File: src/rtl/mips_mc_ctrl.sv
// mips_mc_ctrl: multi-cycle MIPS control FSM with retired-instruction counter
module mips_mc_ctrl (
  input  logic        clk,
  input  logic        reset,
  input  logic [5:0]  opcode,
  input  logic [5:0]  funct,
  input  logic        zero,
  output logic        pc_we,
  output logic [1:0]  pc_src,
  output logic        iord,
  output logic        ir_we,
  output logic        mem_we,
  output logic        reg_we,
  output logic [1:0]  reg_dst,
  output logic [1:0]  mem_to_reg,
  output logic        alu_src_a,
  output logic [2:0]  alu_src_b,
  output logic [2:0]  alu_op,
  output logic        instr_done,
  output logic        illegal,
  output logic [31:0] instr_cnt,
  output logic [3:0]  state
);
  typedef enum logic [3:0] {
    FETCH, DECODE, MEM_ADDR, MEM_RD, MEM_WB, MEM_WR, EXEC_R, WB_R,
    EXEC_I, WB_I, BRANCH, JUMP, JAL, JR
  } state_t;
  state_t cur, nxt;
  assign state = cur;
  // state register; reset parks the FSM in FETCH immediately
  always_ff @(posedge clk or posedge reset)
    if (reset) cur <= FETCH;
    else cur <= nxt;
  // next-state and Moore outputs; reset forces every output to 0
  always_comb begin
    nxt = FETCH;
    {pc_we, pc_src, iord, ir_we, mem_we, reg_we, reg_dst, mem_to_reg,
     alu_src_a, alu_src_b, alu_op, instr_done, illegal} = '0;
    case (cur)
      FETCH: begin
        ir_we = 1'b1;
        alu_src_b = 3'd1;
        pc_we = 1'b1;
        nxt = DECODE;
      end
      DECODE: begin
        alu_src_b = 3'd4;
        case (opcode)
          6'b100011, 6'b101011: nxt = MEM_ADDR;
          6'b001101, 6'b001111: nxt = EXEC_I;
          6'b000100: nxt = BRANCH;
          6'b000010: nxt = JUMP;
          6'b000011: nxt = JAL;
          6'b000000:
            case (funct)
              6'b100001, 6'b100011: nxt = EXEC_R;
              6'b001000: nxt = JR;
              6'b000000: instr_done = 1'b1;
              default: illegal = 1'b1;
            endcase
          default: illegal = 1'b1;
        endcase
      end
      MEM_ADDR: begin
        alu_src_a = 1'b1;
        alu_src_b = 3'd2;
        nxt = opcode == 6'b101011 ? MEM_WR : MEM_RD;
      end
      MEM_RD: begin
        iord = 1'b1;
        nxt = MEM_WB;
      end
      MEM_WB: begin
        reg_we = 1'b1;
        mem_to_reg = 2'd1;
        instr_done = 1'b1;
      end
      MEM_WR: begin
        iord = 1'b1;
        mem_we = 1'b1;
        instr_done = 1'b1;
      end
      EXEC_R: begin
        alu_src_a = 1'b1;
        alu_op = funct == 6'b100011 ? 3'd1 : 3'd0;
        nxt = WB_R;
      end
      WB_R: begin
        reg_we = 1'b1;
        reg_dst = 2'd1;
        instr_done = 1'b1;
      end
      EXEC_I: begin
        alu_src_a = 1'b1;
        alu_src_b = 3'd3;
        alu_op = opcode == 6'b001111 ? 3'd3 : 3'd2;
        nxt = WB_I;
      end
      WB_I: begin
        reg_we = 1'b1;
        instr_done = 1'b1;
      end
      BRANCH: begin
        alu_src_a = 1'b1;
        alu_op = 3'd1;
        pc_src = 2'd1;
        pc_we = zero;
        instr_done = 1'b1;
      end
      JUMP: begin
        pc_we = 1'b1;
        pc_src = 2'd2;
        instr_done = 1'b1;
      end
      JAL: begin
        pc_we = 1'b1;
        pc_src = 2'd2;
        reg_we = 1'b1;
        reg_dst = 2'd2;
        mem_to_reg = 2'd2;
        instr_done = 1'b1;
      end
      JR: begin
        pc_we = 1'b1;
        pc_src = 2'd3;
        instr_done = 1'b1;
      end
      default: nxt = FETCH;
    endcase
    if (reset)
      {pc_we, pc_src, iord, ir_we, mem_we, reg_we, reg_dst, mem_to_reg,
       alu_src_a, alu_src_b, alu_op, instr_done, illegal} = '0;
  end
  // retired-instruction counter, wraps naturally
  always_ff @(posedge clk or posedge reset)
    if (reset) instr_cnt <= '0;
    else if (instr_done) instr_cnt <= instr_cnt + 32'd1;
endmodule

File: config.mk
export PLATFORM = sky130hd
export DESIGN_NAME = mips_mc_ctrl
export DESIGN_NICKNAME = d
export VERILOG_FILES = /design/src/rtl/mips_mc_ctrl.sv
export SDC_FILE = /design/constraint.sdc
export NUM_CORES = 1
export LEC_CHECK = 0
export ABC_CLOCK_PERIOD_IN_PS = 4600
export CAP_MARGIN = 25
export CELL_PAD_IN_SITES_DETAIL_PLACEMENT = 0
export CELL_PAD_IN_SITES_GLOBAL_PLACEMENT = 1
export CORE_MARGIN = 2
export CORE_UTILIZATION = 37
export DETAILED_ROUTE_END_ITERATION = 12
export GPL_TIMING_DRIVEN = 0
export PLACE_DENSITY = 0.93
export SYNTH_ARGS = -nofsm -noshare
export SYNTH_HDL_FRONTEND = slang
export SYNTH_SLANG_ARGS = --single-unit
File: constraint.sdc
create_clock -name clk -period 4.6 [get_ports clk]
set_input_delay 0.92 -clock clk [delete_from_list [all_inputs] [get_ports clk]]
set_output_delay 0.92 -clock clk [all_outputs]
set_load 0.01 [all_outputs]
[Yosys cells after proc, flatten, opt, wreduce, memory -nomap -nowiden]
Cells that the tools add are included.
Word-level totals
  register bits: 36
Cells by class
  add/sub/neg operators: 1
  eq/ne operators: 23
  multiplexer cells: 36
  reduce and logical (&&, ||, !) cells: 14
Operators with widths (count)
  $pmux 4 s6: 2
  $add 32x1->32 const B: 1
  $eq 4x4->1 const B: 6
  $eq 6x6->1 const B: 4
  $mux 1: 19
  $eq 6x4->1 const B: 3
  $eq 4x3->1 const B: 4
  $reduce_or 4->1: 4
  $eq 6x2->1 const B: 2
  $logic_not 6->1: 2
  $pmux 2 s3: 2
  $pmux 3 s4: 1
  $reduce_or 2->1: 5
  $mux 3: 3
  $eq 4x2->1 const B: 2
  $pmux 2 s2: 2
  $pmux 4 s2: 1
  $reduce_or 8->1: 1
  $reduce_or 7->1: 1
  $eq 6x3->1 const B: 1
  $mux 2: 3
  $pmux 1 s2: 3
  $eq 4x1->1 const B: 1
  $logic_not 4->1: 1

[Longest topological paths before layout]
Gate-level depths: netlist (run 1).
  depth after elaboration: 6
  mapped depth: 7
  mapped depth without buffers: 6

[Least setup slack after synthesis (run 1)]
OpenSTA, ideal clock, no wires.
  path type: input -> output
  start point: in reset
  end point: out alu_src_b[1]
  arrival time: 2249 ps
  setup slack: 1431 ps
  cell stages on the path: 3
  path through: clkbuf_1 -> inv_1 -> and3_1
On the way
  longest elaborated chain between the ends: 1
Ends and longest elaborated chain
  start: declaration: RTL line 4  | input logic reset,
  $mux 3: RTL line 130  | if (reset)
  end: declaration: RTL line 17  | output logic [2:0] alu_src_b,
No other way between the ends.

[Final worst setup path (run 1)]
  start point: in opcode[2]
  end point: out instr_done
On the way
  longest elaborated chain between the ends: 4
Ends and longest elaborated chain
  start: declaration: RTL line 5  | input logic [5:0] opcode,
  $logic_not 6->1: RTL line 48  | case (opcode)
  $mux 1: RTL line 48
  $pmux 1 s2: RTL line 39  | case (cur)
  $mux 1: RTL line 130
  end: declaration: RTL line 19  | output logic instr_done,
No other way between the ends.

==> results of run 1 <==
cells in the mapped netlist, types with 2 or more instances:
cell | n | share of area, %
nor3b_1 | 4 | 1.4
o31ai_1 | 2 | 0.68
o22a_1 | 2 | 0.79
or3_1 | 4 | 1.1
and2_1 | 4 | 1.1
nand2_1 | 20 | 3.4
nor2_1 | 23 | 3.9
nor4_1 | 9 | 2.5
nand3b_1 | 3 | 1.0
nand4_1 | 7 | 2.0
a21oi_1 | 8 | 1.8
o21ai_0 | 7 | 1.6
and3_1 | 8 | 2.3
nand3_1 | 9 | 2.0
xnor2_1 | 6 | 2.4
a31oi_1 | 4 | 1.1
buf_4 | 2 | 0.68
dfrtp_1 | 36 | 41
nand2b_1 | 6 | 1.7
inv_1 | 2 | 0.34
o32ai_1 | 2 | 0.79
nor3_1 | 20 | 4.5
nor4b_1 | 3 | 1.2
clkbuf_1 | 9 | 1.5
and4_1 | 4 | 1.6
xor2_1 | 26 | 10
per-layer routing:
metal  vias to the layer above  part of all wire, %
li1                       1046                    -
met2                        51                   49
met4                         0                 0.87
met5                         -                    0
met1                      1007                   46
met3                         4                  4.0
area by class of cell:
class / count / area [um2] / area share [%]
flip-flops and latches: 36 / 900.9 / 28.92
clock buffers: 6 / 72.57 / 2.329
clock inverters: 2 / 35.03 / 1.124
plain buffers: 13 / 65.06 / 2.088
repair buffers: 68 / 698.2 / 22.41
inverters: 3 / 11.26 / 0.3614
well taps: 75 / 93.84 / 3.012
multi-input cells: 196 / 1239 / 39.76
state kept, by name, summed over array words and instances (netlist names):
name	cells
instr_cnt	32
state	4
stage by stage:
step / TNS (ns) / std cells / total power, uW / hold slack [ns]
2_1_floorplan: 0 / 248 / 469.2 / 0.5039
3_3_place_gp: -0.005438 / 390 / 574.3 / 0.4737
3_5_place_dp: 0 / 391 / 579.2 / 0.4774
4_1_cts: 0 / 399 / 850.4 / 0.4877
5_1_grt: 0 / 399 / 891.3 / 0.5220
6_report: 0 / 399 / 842.0 / 0.4812
how the worst max path moves through the flow:
stage,start,to,slack [ns],cells past startpoint
after global routing,reset,alu_src_b[1],0.19,5
after floorplan,reset,alu_src_b[1],1.43,3
after detailed placement,reset,pc_src[0],0.37,5
final,opcode[2],instr_done,0.39,6
after global placement,reset,alu_src_b[1],-0.005,5
after CTS,reset,pc_src[0],0.37,5
kinds of logic (layout without fill, tap and decap cells):
group | Yosys count | after routing | share of synthesized area [%]
buffers and inverters | 16 | 92 | 3.444
other | 1 | 1 | 0.1692
AND/OR/NAND/NOR | 130 | 130 | 32.52
multiplexers | 1 | 1 | 0.5082
XOR/XNOR | 32 | 32 | 12.65
adder cells (fa/ha/maj) | 1 | 1 | 0.5646
AO/OA/AOI/OAI | 31 | 31 | 9.486
flip-flops | 36 | 36 | 40.65
power by group through the flow:
stage | Combinational, uW | Clock, uW | Sequential (uW)
6_report | 206 | 270 | 366
4_1_cts | 208 | 276 | 367
3_5_place_dp | 207 | 0 | 373
5_1_grt | 228 | 294 | 370
3_3_place_gp | 203 | 0 | 372
2_1_floorplan | 93.5 | 0 | 376
worst max-delay path, cell delays in order:
cell             delay, ns
clkdlybuf4s50_1       0.54
or4_4                 0.63
nor4_4                0.24
a2bb2oi_2             0.18
clkinv_1              0.22
clkdlybuf4s50_1       0.58
==> impl_metrics.json, run 1 <==
{
  "cts_made_buffers": 5,
  "hold_depth": 1,
  "ctsResizeCount": 0,
  "async_reset_ff_share_pct": 100.0,
  "yosysWarnings": 0,
  "grt_antenna_before_repair": 0,
  "via_per_inst": 5.283,
  "holdPathEnd": "instr_cnt[31]",
  "vias": 2108,
  "vdd_ir_drop_max_mv": 0.2342,
  "mostFrequentLayoutCells": "clkdlybuf4s50_1, dfrtp_1, xor2_1, nor2_1",
  "synth_edf_count": 0,
  "post-route-util_pct": 53.25,
  "p_leak_uw": 0.001247,
  "p_int_uw": 600.2,
  "drt_iter0_markers": 115,
  "post_dp_cell_area_um2": 3008,
  "switching_share_pct": 28.72,
  "pin_count": 71,
  "grt_busiest_layer": "met2",
  "post_cts.repair.setup_buffers": 0,
  "grtUsageMet3_pct": 3.778,
  "synthCells": 248,
  "power.share.clock_pct": 32.1,
  "r2r_slack_ns": 2.28,
  "fin_crit_ns": 4.215,
  "rsz0062_at_grt": "no",
  "regToRegStartpoint": "state[3]",
  "insertion_delay_ns": 0.29,
  "post-route-period-util_pct": 91.62,
  "critPathMaxFanout": 9,
  "syn_nets": 264,
  "gp_congestion": 0.7883,
  "start_util_pct": 37.87,
  "arrival_ns": 3.29,
  "criticalPathCategory": "primary input to primary output",
  "cts_tree": "built",
  "cts.sinks": 36,
  "ys_ff_latch": 36,
  "placementRows": 28,
  "met1_usage_pct": 26.26,
  "drive_gt1_share_pct": 5.556,
  "yosys.cell_types.count": 44,
  "fmax_mhz": 237.3,
  "cts_hold_buf": 0,
  "clk_path_buf_depth": 2,
  "core_area_um2": 5851,
  "relSlewSlack_pct": 40.23,
  "worstReg2RegEnd": "instr_cnt[4]",
  "p_per_area_nw_per_um2": 270.3,
  "grt_start_max_net_pins": 24,
  "skew_ns": 0.009809,
  "final_common_cell": "clkdlybuf4s50_1",
  "start_kind": "primary input",
  "crit_required_ns": 3.68,
  "grt_pass1_vias": 1975,
  "ys.flop_type": "dfrtp_1",
  "grt_pass1_wl_um": 9446,
  "maxCapViolations": 0,
  "drc": 0,
  "hold_path.class": "flop to flop",
  "dp_slack_ns": 0.3678,
  "port_buffers": 67,
  "htreeDepth": 2,
  "fillers": 561,
  "dp.final_hpwl_um": 4373,
  "syn_avg_cell_area_um2": 8.935,
  "ant_nets": 0,
  "wire_per_inst_um": 14.35,
  "syn_area_um2": 2216,
  "status": "complete, no violations",
  "r2r_cells": 6,
  "hp-start": "instr_cnt[31]",
  "antenna_cells": 0,
  "fin_ws_ns": 0.3853,
  "sequentialPowerShare_pct": 43.5,
  "final_nets": 339,
  "root_buffer": "clkbuf_8",
  "wirelength_um": 5725,
  "use_met2_pct": 27.54,
  "drt-pass1-iter-count": 4,
  "die_h_um": 81.39,
  "setup_viol": 0,
  "comb_power_share_pct": 24.4,
  "grt_util_all_layers_pct": 18.14,
  "final_area_um2": 3115,
  "grt.overflow.total": 0,
  "clk_pin_slew_worst_paths_ns": 0.06,
  "dieArea_um2": 6624,
  "endpoint_kind": "primary output",
  "report.final.slew_viol_count": 0,
  "die_w_um": 81.39,
  "hold_violations": 0,
  "p_switching_uw": 241.8,
  "area_delta_synth_final_pct": 40.60,
  "synth-seq-area-share_pct": 40.65,
  "worst_slew_pin_slew_ns": 0.8955
}
(Power assumes the default switching activity.)
==> run 2, diff against run 1 <==
CORE_MARGIN = default   (was 2)
==> run 2 against run 1 <==
Against the previous run: count of clock-buffer cells in the layout unchanged; critical path type unchanged; critical path depth unchanged; die area decreased by 4.9%; fmax increased by 0.43%; sequential power about the same; global-route usage increased by 1.2 points; final cell count decreased by 1.3%; total power decreased by 7.1%; clock skew decreased by 0.0075 ns; non-clock buffer count decreased by 1; hold slack improved by 0.00059 ns.
==> impl_metrics.json, run 2 (synthesis gave the netlist of run 1 again) <==
{
  "final_nets": 338,
  "drc": 0,
  "final_common_cell": "clkdlybuf4s50_1",
  "p_leak_uw": 0.001219,
  "final_area_um2": 3054,
  "p_per_area_nw_per_um2": 256.2,
  "cts_made_buffers": 5,
  "top_register": "instr_cnt",
  "wirelength_um": 5646,
  "regToRegStartpoint": "state[3]",
  "worst_slew_pin_slew_ns": 0.7660,
  "grt_start_max_net_pins": 40,
  "largest_reg_flops": 32,
  "area_delta_synth_final_pct": 37.83,
  "maxCapViolations": 0,
  "port_buffers": 67,
  "post_dp_cell_area_um2": 2977,
  "antenna_cells": 0,
  "r2r_slack_ns": 2.22,
  "insertion_delay_ns": 0.29,
  "start_util_pct": 39.28,
  "setup_viol": 0,
  "dp.final_hpwl_um": 4115,
  "critPathMaxFanout": 9,
  "post-route-util_pct": 54.14,
  "hold_depth": 1,
  "die_w_um": 79.39,
  "relSlewSlack_pct": 48.86,
  "skew_ns": 0.002289,
  "root_buffer": "clkbuf_8",
  "crit_required_ns": 3.68,
  "cts.sinks": 36,
  "vias": 2131,
  "clk_pin_slew_worst_paths_ns": 0.07,
  "grt_pass1_vias": 1999,
  "die_h_um": 79.39,
  "via_per_inst": 5.409,
  "htreeDepth": 2,
  "hold_violations": 0,
  "drt_iter0_markers": 91,
  "report.final.slew_viol_count": 0,
  "pin_count": 71,
  "criticalPathCategory": "primary input to primary output",
  "fmax_mhz": 238.3,
  "start_kind": "primary input",
  "grt_util_all_layers_pct": 19.32,
  "endpoint_kind": "primary output",
  "cts_tree": "built",
  "ant_nets": 0,
  "post-route-period-util_pct": 91.23,
  "drive_gt1_share_pct": 5.280,
  "grt_antenna_before_repair": 0,
  "gp_congestion": 0.8398,
  "post_cts.repair.setup_buffers": 0,
  "rsz0062_at_grt": "no",
  "holdPathEnd": "instr_cnt[31]",
  "clk_path_buf_depth": 2,
  "drt-pass1-iter-count": 4,
  "core_area_um2": 5642,
  "mostFrequentLayoutCells": "clkdlybuf4s50_1, dfrtp_1, xor2_1, nor2_1",
  "grt.overflow.total": 0,
  "grt_pass1_wl_um": 9625,
  "hp-start": "instr_cnt[31]",
  "worstReg2RegEnd": "instr_cnt[4]",
  "wire_per_inst_um": 14.33,
  "r2r_cells": 6,
  "vdd_ir_drop_max_mv": 0.1457,
  "ctsResizeCount": 0,
  "fin_crit_ns": 4.197,
  "arrival_ns": 3.28,
  "dieArea_um2": 6302,
  "status": "complete, no violations",
  "placementRows": 27,
  "cts_hold_buf": 0,
  "hold_path.class": "flop to flop"
}
## run 2: power by group
| group | internal [uW] | switching, uW |
|---|---|---|
| sequential | 337 | 30.6 |
| clock | 103 | 110 |
| combinational | 100 | 103 |
| total | 540 | 243 |
## run 2: area by class of cell
type	count	area, um2
flip-flops and latches	36	900.9
inverters	3	11.26
fillers	520	2587
repair buffers	67	670.6
well taps	72	90.09
multi-input cells	196	1239
plain buffers	13	65.06
clock inverters	1	5.005
clock buffers	6	72.57
## run 2: per-layer routing
| metal | vias up | wire (um) | GRT usage (%) |
|---|---|---|---|
| met1 | 1016 | 2783 | 27.27 |
| met2 | 58 | 2516 | 29.48 |
| met3 | 9 | 264 | 4.114 |
| met4 | 0 | 80 | 6.000 |
| met5 | - | 0 | 0 |
| li1 | 1048 | - | - |
## run 2: worst max-delay path by stage
| stage | start | to | slack [ns] | depth (start not counted) |
|---|---|---|---|---|
| floorplan | reset | alu_src_b[1] | 1.43 | 3 |
| global placement | reset | alu_src_b[1] | -0.06 | 5 |
| detailed placement | opcode[2] | instr_done | 0.42 | 6 |
| CTS | opcode[2] | instr_done | 0.41 | 6 |
| global route | reset | alu_src_b[1] | 0.28 | 5 |
| finish | opcode[2] | instr_done | 0.40 | 6 |
## run 2: per-stage QoR
step,instances,hold slack [ns],power (uW),setup TNS [ns],worst slack (ns)
after floorplan,248,0.5039,469.2,0,1.431
after global placement,387,0.4755,573.3,-0.1451,-0.05518
after detailed placement,387,0.4816,574.3,0,0.4183
after CTS,394,0.4908,788.3,0,0.4124
after global routing,394,0.5072,827.5,0,0.2781
final,394,0.4818,782.4,0,0.4033
## run 2: worst max-delay path, cell delays in order
cell and delay (ns):
clkdlybuf4s50_1 0.52, or4_4 0.62, nor4_4 0.24, a2bb2oi_2 0.19, clkinv_1 0.21, clkdlybuf4s50_1 0.57
